$ cat src/rtl/ram_sync_dp.sv
// Synchronous single-write-port RAM shared by a CPU port, a handshaked loader port
// and a hardware clear sweep; registered write-first read with a valid pulse.
module ram_sync_dp #(
   parameter int               DATA_W    = 8,
   parameter int               ADDR_W    = 4,
   parameter int               DEPTH     = (1 << ADDR_W),
   parameter logic [DATA_W-1:0] CLEAR_VAL = {DATA_W{1'b0}}
) (
   input  logic              clk,
   input  logic              rst_n,
   input  logic [ADDR_W-1:0] cpu_addr,
   input  logic [DATA_W-1:0] cpu_wdata,
   input  logic              cpu_we,
   input  logic              cpu_re,
   output logic [DATA_W-1:0] cpu_rdata,
   output logic              cpu_rvalid,
   output logic              cpu_stall,
   input  logic [ADDR_W-1:0] ld_addr,
   input  logic [DATA_W-1:0] ld_wdata,
   input  logic              ld_req,
   output logic              ld_ack,
   input  logic              clr_start,
   output logic              busy
);

   localparam logic [ADDR_W:0]   DEPTH_W   = (ADDR_W+1)'(DEPTH);
   localparam logic [ADDR_W-1:0] LAST_ADDR = ADDR_W'(DEPTH - 1);

   typedef enum logic {S_IDLE = 1'b0, S_CLEAR = 1'b1} state_t;

   state_t            r_state, w_state_next;
   logic [ADDR_W-1:0] r_cnt, w_cnt_next;
   logic [DATA_W-1:0] r_mem [DEPTH];
   logic [DATA_W-1:0] r_rdata;
   logic              r_rvalid;
   logic              r_ld_ack;

   logic              w_idle;
   logic              w_cpu_in_range, w_ld_in_range;
   logic              w_cpu_wr, w_ld_commit, w_ld_wr;
   logic              w_we;
   logic [ADDR_W-1:0] w_waddr;
   logic [DATA_W-1:0] w_wdata;
   logic [DATA_W-1:0] w_rd_data;

   assign w_idle         = (r_state == S_IDLE);
   assign w_cpu_in_range = ({1'b0, cpu_addr} < DEPTH_W);
   assign w_ld_in_range  = ({1'b0, ld_addr} < DEPTH_W);

   // The loader is held off in its ack cycle (one word per two cycles) and on the
   // cycle a sweep is launched, so its ack never lands inside the sweep.
   assign w_cpu_wr    = w_idle & cpu_we & w_cpu_in_range;
   assign w_ld_commit = w_idle & ld_req & ~cpu_we & ~r_ld_ack & ~clr_start;
   assign w_ld_wr     = w_ld_commit & w_ld_in_range;

   always_comb begin
      w_we    = 1'b0;
      w_waddr = r_cnt;
      w_wdata = CLEAR_VAL;
      if (!w_idle) begin
         w_we = 1'b1;
      end else if (w_cpu_wr) begin
         w_we    = 1'b1;
         w_waddr = cpu_addr;
         w_wdata = cpu_wdata;
      end else if (w_ld_wr) begin
         w_we    = 1'b1;
         w_waddr = ld_addr;
         w_wdata = ld_wdata;
      end
   end

   // Write-first: a read hitting this cycle's write address sees the new word.
   always_comb begin
      w_rd_data = '0;
      if (w_cpu_in_range) begin
         if (w_we && (w_waddr == cpu_addr)) w_rd_data = w_wdata;
         else                               w_rd_data = r_mem[cpu_addr];
      end
   end

   always_comb begin
      w_state_next = r_state;
      w_cnt_next   = r_cnt;
      case (r_state)
         S_IDLE: begin
            if (clr_start) begin
               w_state_next = S_CLEAR;
               w_cnt_next   = '0;
            end
         end
         S_CLEAR: begin
            if (r_cnt == LAST_ADDR) begin
               w_state_next = S_IDLE;
               w_cnt_next   = '0;
            end else begin
               w_cnt_next = r_cnt + 1'b1;
            end
         end
         default: begin
            w_state_next = S_IDLE;
            w_cnt_next   = '0;
         end
      endcase
   end

   always_ff @(posedge clk) begin
      if (w_we) r_mem[w_waddr] <= w_wdata;
   end

   always_ff @(posedge clk or negedge rst_n) begin
      if (!rst_n) begin
         r_state  <= S_IDLE;
         r_cnt    <= '0;
         r_rdata  <= '0;
         r_rvalid <= 1'b0;
         r_ld_ack <= 1'b0;
      end else begin
         r_state  <= w_state_next;
         r_cnt    <= w_cnt_next;
         r_rvalid <= w_idle & cpu_re;
         r_ld_ack <= w_ld_commit;
         if (w_idle && cpu_re) r_rdata <= w_rd_data;
      end
   end

   assign cpu_rdata  = r_rdata;
   assign cpu_rvalid = r_rvalid;
   assign ld_ack     = r_ld_ack;
   assign busy       = ~w_idle;
   assign cpu_stall  = ~w_idle;

endmodule

$ cat config.mk
export PLATFORM = sky130hd
export DESIGN_NAME = ram_sync_dp
export DESIGN_NICKNAME = d
export VERILOG_FILES = /design/src/rtl/ram_sync_dp.sv
export SDC_FILE = /design/constraint.sdc
export NUM_CORES = 1
export LEC_CHECK = 0
export BUFFER_PORTS_ARGS = -buffer_cell sky130_fd_sc_hd__buf_2
export CORE_MARGIN = 5
export CORE_UTILIZATION = 40
export CTS_CLUSTER_DIAMETER = 80
export DETAILED_ROUTE_END_ITERATION = 8
export HOLD_SLACK_MARGIN = 0.05
export PLACE_DENSITY = 0.69
export SLEW_MARGIN = 30
export SYNTH_ARGS = -nofsm -noshare
export SYNTH_HDL_FRONTEND = slang
export SYNTH_SLANG_ARGS = --single-unit
$ cat constraint.sdc
create_clock -name clk -period 4.27 [get_ports clk]
set_input_delay 0.427 -clock clk [delete_from_list [all_inputs] [get_ports clk]]
set_output_delay 0.427 -clock clk [all_outputs]
set_load 0.03 [all_outputs]
# Word level (Yosys, flattened, before mapping)
# Memory sizes are Yosys's and may differ from the RTL's. A register that Yosys moved wholly into a read port is not among the register bits.
# Cells that the tools add are included.
dict set report op_classes {
  add_sub_neg 1
  eq_ne 2
  mux 17
  bitwise 10
  reduce_logical 2
}
# op count
set op_table {}
lappend op_table {{2-to-1 mux 8 bit} 3}
lappend op_table {{2-to-1 mux 4 bit} 5}
lappend op_table {{one-hot mux 4 bit (2 select lines)} 1}
lappend op_table {{2-to-1 mux 1 bit} 7}
lappend op_table {{bitwise AND 1 bit} 6}
lappend op_table {{adder 4 x 1 -> 4 bit (second input constant)} 1}
lappend op_table {{== test 4 bit (second input constant)} 1}
lappend op_table {{inverter 1 bit} 4}
lappend op_table {{inequality test 2 bit (second input constant)} 1}
lappend op_table {{one-hot mux 1 bit (2 select lines)} 1}
lappend op_table {{logical AND 1 bit} 1}
lappend op_table {{logical NOT 1 bit} 1}
dict set report word_totals {
  register_bits 7
  ramBits 128
  inputBits 30
  output_inout_bits 12
  elab_cells 37
  n_memories 1
}
# memory depth width rd rd_clocked_by_memory_dff wr line
set mem_list {}
lappend mem_list {r_mem 16 8 1 1 1 33} ;# logic [DATA_W-1:0] r_mem [DEPTH];

# Depth between registers and ports, before layout
# Gate-level depths: netlist of run 1.
dict set report logic_depth {
  word_depth 10
  depth_mapped 7
}

# Worst setup path after synthesis of run 1
# No wires, ideal clock.
dict set report synth_timing {
  path_kind {register to register}
  from {register r_ld_ack (netlist: ld_ack)}
  to {memory r_mem[10][0], enable pin}
  setup_ns 0.370
  t_arrival_ns 1.976
  required_time_ns 3.900
  setup_slack_ns 1.924
  path_stages_with_launch 6
  period_less_slack_ns 2.346
  cell_sequence {dfrtp_1 or3b_4 o31a_2 o21bai_1 nand3_1 nor2_1}
}
dict set report synth_between {
  elab_chain_cells 8
  elab_cells_between_ends 11
  cone_classes {mux: 8; bitwise: 3}
}
# item line
set synth_lines {}
lappend synth_lines {{start: declaration} 36} ;# logic r_ld_ack;
lappend synth_lines {{start signal: assignment} 122} ;# r_ld_ack <= w_ld_commit;
lappend synth_lines {{inverter 1 bit *} 53} ;# assign w_ld_commit = w_idle & ld_req & ~cpu_we & ~r_ld_ack & ~clr_start;
lappend synth_lines {{bitwise AND 1 bit * (2 in a row)} 53}
lappend synth_lines {{2-to-1 mux 1 bit} 66} ;# end else if (w_ld_wr) begin
lappend synth_lines {{2-to-1 mux 1 bit} 62} ;# end else if (w_cpu_wr) begin
lappend synth_lines {{2-to-1 mux 1 bit} 60} ;# if (!w_idle) begin
lappend synth_lines {{2-to-1 mux 1 bit} 108} ;# if (w_we) r_mem[w_waddr] <= w_wdata;
lappend synth_lines {{2-to-1 mux 1 bit (implied by the code)} 108}
lappend synth_lines {{end: declaration} 33}
# Mark *: on every way between the ends. The rest lies on a longest branch, timed or not.

# Final worst setup path of run 1
dict set report layout_timing {
  from {register r_state (netlist: busy)}
  to {memory r_mem[4][2], enable pin}
}
dict set report layout_between {
  elab_chain_cells 10
  elab_cells_between_ends 14
  cone_classes {mux: 8; bitwise: 6}
}
# item line
set layout_lines {}
lappend layout_lines {{start: declaration} 31} ;# state_t r_state, w_state_next;
lappend layout_lines {{start signal: assignment} 119} ;# r_state <= w_state_next;
lappend layout_lines {{inverter 1 bit} --}
lappend layout_lines {{bitwise AND 1 bit (4 in a row)} 53}
lappend layout_lines {{2-to-1 mux 1 bit} 66}
lappend layout_lines {{2-to-1 mux 1 bit} 62}
lappend layout_lines {{2-to-1 mux 1 bit} 60}
lappend layout_lines {{2-to-1 mux 1 bit} 108}
lappend layout_lines {{2-to-1 mux 1 bit (implied by the code)} 108}
# Parallel ways exist; a longest one is shown, timed or not.

==> impl_results.md, run 1 <==
- Status: complete, no violations
- Maximum clock path buffer count: 2
- Clk sinks: approximately 140
- Worst path required time: 4.32 ns
- CP startpoint: busy
- IO Port Bufs: 41
- Final setup TNS: 0 ns
- Largest net degree at the start of global routing: 30
- Clock Power Share: 33.2%
- Seq/Total Area, Yosys: 70.57%
- WP data arrival: 3.17 ns
- Die H: about 130 um
- Flop pwr share: 46.8%
- Endpoints failing setup: 0
- Top cell by count, worst path: nor2_1
- First-pass GRT wire length: ~21,000 um
- Final non-filler cell total: just under 600
- Antenna Cells: 0
- Total die area: 17,490 um^2
- Placer congestion estimate: 0.8698
- Sw frac: 30.17%
- Worst-path fanout max: 28
- Lkg Pwr: 0.002459 uW
- CP bufs+invs: 0
- Final worst path period need: between 3 and 4 ns
- Max Clock Freq: 320.4 MHz
- GRT Total Usage: 16.29%
- Setup crit start kind: flop
- DR vias/cell: 5.840
- Core area: 14,590 um^2
- H-tree levels: 4
- Share of flip-flops with an asynchronous set or reset: a little over a tenth
- Post-DP HPWL: 9153 um
- Total chip power: 4385 uW
- Hold slack final: 0.3945 ns
- Max-Cap Viols: 0
- WL final: 13,920 um
- Post-Syn Nets: 371
- FF-to-FF End: r_mem[4][2]
- Yosys cell types: 45
- Top area cells in the synthesized netlist: edfxtp_1, mux4_2, dfrtp_1, a22o_1, nor2_1
- Ports: 42
- Synth Flop Type: edfxtp_1
- Cell family with most CP delay: simple AND/OR/NAND/NOR gates
- Total number of vias: 3,399
- Max incr delay on CP: 0.73 ns
- Post-CTS Setup Repair Bufs: 0
- Clk_lat worst skew: 0.42 ns
- Mapped Cells: 340
- Multi-input logic area: 1632 um^2
- Hold Vio Cnt, Final: 0
- Seq cells post-synth: approximately 140
- Global route total overflow: 0
- WL per Instance: 23.92 um
- CTS clock-pin slew for the worst setup and hold paths: 0.06 ns
- Crit. path cell count: 5
- Final Max Tran Viols: 0
- Fin worst setup slack: 1.149 ns
- Starting density of the core: between 40% and 50%
- CTS tree: done
- EDFF count, synth: 128
- Hold Crit Class: input port to flop
- NetSw: between 1000 and 1500 uW
- Cells along the critical path: nor2b_1 -> nor2_1 -> a2bb2oi_1 -> nand2_1 -> nor2_1
- Area grow syn2layout: 15.97%
- Unrepaired setup endpoints after global routing: no
- Skew final: 0.006971 ns
- Layout cells sized above 1: 28.14%
- Number of global-route vias before repair: 3,373
- DRT iter0 DRCs: 457
- Worst VDD drop: 0.2883 mV
- Dpl ws: 1.159 ns
- Setup slack, reg-to-reg: about 1.1 ns
- Cts bufs inserted: 17
- Final ANT Viol Nets: 0
- Yosys top cell area share: 64.29%
- Max_slew headroom: a little under half
- Drt first pass iters: 5
- Final worst-path cycle share: between 70 and 80%
- # rows: between 40 and 50
- Hold wc startpoint: cpu_wdata[4]
- Yosys warnings: 0
- Mapped Avg Cell Area: 17.58 um^2
- Post-synth top area cell: edfxtp_1
- PD cells: 632.4 nW/um^2
- Slowest CP cell: nor2b_1
- Sequential cell area: approximately 4200 um^2
- P_int: 3062 uW
- # nets final: 416
- Worst r2r path cells: 5
- Worst Tran Pin Value: about 0.8 ns
- CTS root buf: clkbuf_16
- Worst setup EP type: flop
- Cell total after placement: 549
- Initial antenna violation count: 0
- Chip width: 132.3 um
- Cell Area, Synth: about 6000 um^2
- Fillers: around 1,200
- Critical path class: flop to flop
- DRC viols: 0
- Reg2Reg Launch Point: busy
- Setup crit end: r_mem[4][2]
- Combinational cell fraction of total power: between 20% and 30%
==> cells in the mapped netlist, drive strengths merged, types with 2 or more instances <==
| master | n |
|---|---|
| a21o | 2 |
| a21oi | 3 |
| a221oi | 2 |
| a22o | 17 |
| a22oi | 10 |
| a2bb2oi | 2 |
| buf | 12 |
| clkbuf | 6 |
| dfrtp | 15 |
| edfxtp | 128 |
| inv | 10 |
| mux4 | 32 |
| nand2 | 17 |
| nand2b | 4 |
| nand3 | 3 |
| nand4 | 2 |
| nor2 | 30 |
| nor2b | 7 |
| nor3 | 2 |
| o21ai | 6 |
| o221ai | 8 |
| o2bb2ai | 2 |
| xor2 | 3 |
==> through the flow <==
stage | instance area [um^2] | utilization, %
final | 6933 | 47.52
after global routing | 6933 | 47.52
after CTS | 6933 | 47.52
after detailed placement | 6339 | 43.45
after global placement | 6339 | 43.45
after floorplan | 5978 | -
==> worst min path at each step <==
stage / to / cells after the start
after global routing: cpu_rdata[7] / 3
after CTS: cpu_rdata[4] / 3
after detailed placement: cpu_rvalid / 1
final: cpu_rdata[4] / 3
after global placement: ld_ack / 1
after floorplan: busy / 0
==> power groups by stage <==
stage                     registers, uW  logic, uW  clock network (uW)
after floorplan                    2060        574                   0
after global placement             2060        856                   0
after detailed placement           2060        875                   0
after CTS                          2050        877                1470
after global routing               2070        940                1540
final                              2050        878                1460
==> worst reg2reg max path: stages, from the launching register on <==
cell and delay [ns]:
dfrtp_1 0.66, nor2b_1 0.74, nor2_1 0.28, a2bb2oi_1 0.28
nand2_1 0.19, nor2_1 0.61
==> registers in the layout (all words and copies together) (netlist names) <==
name,cells
busy,1
cpu_rdata,8
cpu_rvalid,1
ld_ack,1
r_cnt,4
r_mem,128
==> layout make-up <==
class | instances | area share [%]
Multi-Input combinational cell | 169 | 23.53
Clock inverter | 15 | 2.292
Sequential cell | 143 | 60.86
Clock buffer | 17 | 6.136
Tap cell | 184 | 3.321
Inverter | 10 | 0.5414
Timing Repair Buffer | 44 | 3.321
==> cell families (layout without fill, tap and decap cells) <==
| group | count (synthesis) | count (layout) | share of synthesized area [%] |
|---|---|---|---|
| buffers and inverters | 28 | 86 | 2.135 |
| xor gates and xnor gates | 3 | 3 | 0.4396 |
| DFF | 143 | 143 | 70.57 |
| and+or+nand+nor | 71 | 71 | 5.881 |
| AOI/OAI and AO/OA | 62 | 62 | 8.707 |
| adders and majority gates | 1 | 1 | 0.2093 |
| muxes | 32 | 32 | 12.06 |
==> routing by layer <==
layer	global-route usage, %	part of all wire (%)	vias up
li1	-	-	1468
met1	21.90	40	1727
met2	25.91	49	183
met3	4.695	8.7	21
met4	4.977	1.9	0
met5	0	0	-
==> cell usage in the layout (no fill, tap or decap), types with 2 or more instances in the layout <==
cell type   instances
clkinv_2            2
dfrtp_1            15
nor2b_1             7
xor2_1              3
o221ai_1            8
bufinv_16           2
a2bb2oi_1           2
a22oi_1            10
buf_4               2
nand2b_1            4
o2bb2ai_1           2
a22o_1             17
edfxtp_1          128
mux4_2             32
nor2_1             30
o21ai_0             6
nand3_1             3
clkbuf_16          17
nand2_1            17
a21oi_1             3
inv_1              10
buf_2              41
a21o_1              2
clkinvlp_4          4
inv_6               5
==> what timing repair did <==
action / in CTS / in global routing
gates resized for setup: 0 / 0
setup endpoints to repair: 0 / 0
hold endpoints to repair: 15 / 0
hold buffers: 1 / 0
Note: power is estimated with default switching activity, not from simulation.
==> run 2: changes to the inputs <==
==> constraint.sdc (replaced) <==
create_clock -name clk -period 3.2 [get_ports clk]
set_input_delay 0.32 -clock clk [delete_from_list [all_inputs] [get_ports clk]]
set_output_delay 0.32 -clock clk [all_outputs]
set_load 0.03 [all_outputs]
==> run 2 against run 1 <==
Effect of this change:
- first-iteration DRC count grew 0.66%
- sequential cell count stayed put
- register-to-register slack lost 0.64 ns
- die area did not move
- clock-buffer cell count unchanged
- cell area grew 1.5%
- sequential share of layout area decreased by 0.91 points
- power rose by 36%
- combinational power rose by 39%
- setup slack lost 0.64 ns
==> impl_results.md, run 2 (synthesis gave the netlist of run 1 again) <==
- Status: complete, no violations
- Max Clock Freq: 371.6 MHz
- Total die area: about 17,000 um^2
- Post-CTS Setup Repair Bufs: 0
- Skew final: 0.01605 ns
- Hold Vio Cnt, Final: 0
- Lkg Pwr: 0.002520 uW
- Initial antenna violation count: 0
- Fillers: 1,169
- Final ANT Viol Nets: 0
- CTS root buf: clkbuf_16
- CTS clock-pin slew for the worst setup and hold paths: 0.06 ns
- Unrepaired setup endpoints after global routing: no
- DRC viols: 0
- Layout cells sized above 1: slightly below 30%
- Most common cell after layout, fill and taps aside: edfxtp_1
- Critical path class: flop to flop
- Number of global-route vias before repair: 3,501
- Chip width: 132.3 um
- Cell total after placement: 558
- CP startpoint: busy
- Final non-filler cell total: approximately 590
- First-pass GRT wire length: between 20,000 and 25,000 um
- Worst path required time: 3.25 ns
- Core area: ~15,000 um^2
- WL final: between 10,000 and 15,000 um
- Final setup TNS: 0 ns
- Starting density of the core: 40.98%
- IO Port Bufs: 41
- Drt first pass iters: 5
- Total number of vias: 3,440
- Most flops, register: r_mem
- Ports: 42
- Hold wc startpoint: cpu_wdata[4]
- Worst VDD drop: 0.3510 mV
- Final worst path period need: 2.691 ns
- DR vias/cell: 5.821
- Top cell by count, worst path: nor2_1
- # rows: 44
- H-tree levels: 4
- Post-DP HPWL: 8913 um
- Placer congestion estimate: 0.8157
- Setup crit start kind: flop
- Global route total overflow: 0
- Max-Cap Viols: 0
- Max incr delay on CP: between 0.6 and 0.7 ns
- Worst Tran Pin Value: 0.7805 ns
- Hold slack final: 0.2934 ns
- Maximum clock path buffer count: 2
- Die H: 132.3 um
- Max_slew headroom: 47.77%
- Worst-path fanout max: 15
- Total chip power: 5959 uW
- Final worst-path cycle share: 84.09%
- Most frequent cells in the layout: edfxtp_1, buf_2, mux4_2, nor2_1
- WL per Instance: 22.63 um
- Clk_lat worst skew: about 0.42 ns
- Final Max Tran Viols: 0
- Endpoints failing setup: 0
- Worst setup EP type: flop
- Hold Crit Class: input port to flop
- Reg2Reg Launch Point: busy
- Cts bufs inserted: 17
- Clk sinks: 143
- DRT iter0 DRCs: 460
- # nets final: 425
- Largest net degree at the start of global routing: 29
- Cells along the critical path: nor4b_1 -> nor2_1 -> a2bb2oi_1 -> nand2_1 -> nor2_1
- WP data arrival: 2.74 ns
- Area grow syn2layout: 17.73%
- Max reg flops: 128
- GRT Total Usage: 16.06%
- CTS tree: done
- Slowest CP cell: nor2_1
- PD cells: 846.6 nW/um^2
- Antenna Cells: 0
==> run 2: timing repair <==
action | 4_1_cts | 5_1_grt
resized for setup | 0 | 0
endpoints found under the hold margin | 15 | 0
endpoints found under the setup margin | 0 | 0
hold buffers | 1 | 0
==> run 2: per-stage QoR <==
| stage | utilization [%] | instance area (um^2) | worst slack, ns |
|---|---|---|---|
| floorplan | - | 5978 | 0.8542 |
| global placement | 44.00 | 6419 | 0.6421 |
| detailed placement | 44.00 | 6419 | 0.5042 |
| CTS | 48.24 | 7038 | 0.5060 |
| global route | 48.24 | 7038 | 0.2454 |
| finish | 48.24 | 7038 | 0.5092 |
==> run 2: worst paths after layout <==
| check | endpoint | slack, ns | depth (start not counted) |
|---|---|---|---|
| max reg2reg | r_mem[13][1] | 0.51 | 5 |
| max in group asynchronous | r_cnt[1] | 2.61 | 2 |
| min reg2reg | cpu_rdata[7] | 0.50 | 2 |
| max | r_mem[13][1] | 0.51 | 5 |
| min in group asynchronous | r_cnt[2] | 0.33 | 2 |
| min | cpu_rdata[4] | 0.29 | 3 |
==> run 2: layer usage <==
layer  vias to the layer above  GRT usage, %  wire, um
li1                       1489             -         -
met1                      1736         21.58      5502
met2                       179         24.54      6512
met3                        36         4.504       929
met4                         0         7.070       431
met5                         -             0         0
==> run 2: report_power, final <==
| part | internal, uW | switching (uW) | leakage (uW) |
|---|---|---|---|
| registers | 2520 | 197 | 0.00139 |
| logic | 440 | 780 | 0.000842 |
| clock network | 1240 | 786 | 0.000286 |
| total | 4200 | 1760 | 0.00252 |
==> run 2: worst max-delay path: cells and delay by family, from the launching register on <==
family | cells | cell delay (ns)
AO/OA/AOI/OAI | 1 | 0.30
flip-flops | 1 | 0.56
AND/OR/NAND/NOR | 4 | 1.45
==> run 2: layout make-up <==
cell class              instances  area (um^2)  share of cell area (%)
clock inverters                15        183.9                   2.613
repair buffers                 53        310.3                   4.409
flip-flops and latches        143         4219                   59.95
well taps                     184        230.2                   3.271
inverters                      10        37.54                  0.5333
multi-input cells             169         1632                   23.18
clock buffers                  17        425.4                   6.044
==> run 3: changes to the inputs <==
==> constraint.sdc (replaced) <==
create_clock -name clk -period 2.8 [get_ports clk]
set_input_delay 0.28 -clock clk [delete_from_list [all_inputs] [get_ports clk]]
set_output_delay 0.28 -clock clk [all_outputs]
set_load 0.03 [all_outputs]
==> run 3 against run 2 <==
Effect of this change:
- clock skew decreased by 0.0063 ns
- utilization up 0.41 points
- sequential cell count unchanged
- combinational power grew 21%
- power up 15%
- clock-buffer cell count stayed put
- cell count increased by 1.4%
- critical path depth unchanged
- via count is 0.61% higher
- critical path type unchanged
- critical endpoint is now r_mem[10][6]
==> impl_results.md, run 3 (synthesis gave the netlist of run 1 again) <==
- Worst r2r path cells: 5
- Total number of vias: 3,461
- Max_slew headroom: 51.76%
- Unrepaired setup endpoints after global routing: no
- DRT iter0 DRCs: between 300 and 400
- WP data arrival: between 2 and 3 ns
- Most flops, register: r_mem
- Sw frac: 29.48%
- Max Clock Freq: 393.6 MHz
- Clock Power Share: approximately 34%
- Total chip power: 6856 uW
- Post-CTS Setup Repair Bufs: 0
- Final Max Tran Viols: 0
- H-tree levels: 4
- DRC viols: 0
- Chip width: about 130 um
- CTS hold repair buffers: 1
- CTS tree: done
- Cts bufs inserted: 17
- Reg2Reg Launch Point: ld_ack
- Cts repair resizes: 0
- Area grow syn2layout: 18.73%
- CTS clock-pin slew for the worst setup and hold paths: 0.06 ns
- Worst Tran Pin Value: 0.7209 ns
- Skew final: 0.009705 ns
- Hold wc startpoint: cpu_wdata[0]
- Final ANT Viol Nets: 0
- Maximum clock path buffer count: 2
- Combinational cell fraction of total power: between 20% and 30%
- # nets final: approximately 430
- CTS root buf: clkbuf_16
- Global route total overflow: 0
- DR vias/cell: around 5.8
- Placer congestion estimate: 0.8079
- First-pass GRT wire length: approximately 21,000 um
- Max-Cap Viols: 0
- WL per Instance: between 20 and 25 um
- FF-to-FF End: r_mem[10][6]
- Setup crit start kind: flop
- P_int: 4835 uW
- Starting density of the core: 40.98%
- Most frequent cells in the layout: edfxtp_1, buf_2, mux4_2, nor2_1, buf_4
- Final setup TNS: 0 ns
- Worst VDD drop: 0.4701 mV
- Number of global-route vias before repair: 3,461
- Initial antenna violation count: 0
- Clk sinks: 143
- Hold Vio Cnt, Final: 0
- PD cells: 965.9 nW/um^2
- Lkg Pwr: 0.002561 uW
- Status: complete, no violations
- Post-DP HPWL: between 8000 and 9000 um
- Final worst path period need: 2.541 ns
- Total die area: roughly 17,000 um^2
- Layout cells sized above 1: approximately 31%
- Largest net degree at the start of global routing: 31
- WL final: 13,450 um
- Max reg flops: around 130
- Worst path required time: 2.84 ns
- Die H: 132.3 um
- Worst-path fanout max: 8
- Final worst-path cycle share: between 90% and 100%
- NetSw: roughly 2000 uW
- Flop pwr share: between 40 and 50%
- Critical path class: flop to flop
- Antenna Cells: 0
- IO Port Bufs: 41
- Hold Crit Class: input port to flop
- GRT Total Usage: between 10% and 20%
- Endpoints failing setup: 0
- Clk_lat worst skew: 0.42 ns
- Most common cell after layout, fill and taps aside: edfxtp_1
- Setup slack, reg-to-reg: 0.26 ns
- Drt first pass iters: 5
- WHS Endpoint: cpu_rdata[0]
- Core area: 14,590 um^2
- # rows: 44
- Hold Path Stages: 3
- Ports: 42
- Worst setup EP type: flop
==> run 3: critical path: stages, from the launching register on <==
cell and delay, ns:
dfrtp_1 0.41, or3b_4 0.43, o31a_2 0.29, o21bai_1 0.25, nand3_1 0.18, nor2_1 0.60
==> run 3: how the worst max path moves through the flow <==
stage	endpoint	from	slack [ns]
after floorplan	r_mem[10][0]	ld_ack	0.45
after global placement	r_mem[10][2]	ld_ack	0.40
after detailed placement	r_mem[10][4]	ld_ack	0.29
after CTS	r_mem[10][6]	ld_ack	0.27
after global routing	r_mem[10][0]	ld_ack	0.08
final	r_mem[10][6]	ld_ack	0.26
==> run 3: per-stage QoR <==
step / setup slack (ns) / hold WS [ns] / utilization [%] / area, um^2 / cells
floorplan: 0.4542 / -0.01559 / - / 5978 / 340
global placement: 0.3982 / 0.1962 / 44.41 / 6479 / 566
detailed placement: 0.2937 / 0.2198 / 44.41 / 6479 / 566
CTS: 0.2658 / 0.2416 / 48.65 / 7098 / 599
global route: 0.07911 / 0.2597 / 48.65 / 7098 / 599
finish: 0.2594 / 0.2595 / 48.65 / 7098 / 599
==> run 3: layout make-up <==
type | count | area (um^2)
Fill cell | 1147 | 7491
Tap cell | 184 | 230.2
Clock inverter | 15 | 183.9
Clock buffer | 17 | 425.4
Sequential cell | 143 | 4219
Multi-Input combinational cell | 169 | 1632
Inverter | 10 | 37.54
Timing Repair Buffer | 61 | 370.4
==> run 3: power by group through the flow <==
stage | clock (uW) | sequential (uW) | combinational [uW]
floorplan | 0 | 3150 | 875
detailed placement | 0 | 3100 | 1470
CTS | 2340 | 3070 | 1470
global placement | 0 | 3070 | 1450
finish | 2310 | 3070 | 1480
global route | 2450 | 3100 | 1590
==> run 3: per-layer routing <==
layer	routed length, um	share of wire, %	up-vias	global-route usage [%]
met2	6623	49	170	24.48
met3	956	7.1	26	4.160
met4	350	2.6	0	6.448
met1	5523	41	1760	21.17
li1	-	-	1505	-
met5	0	0	-	0
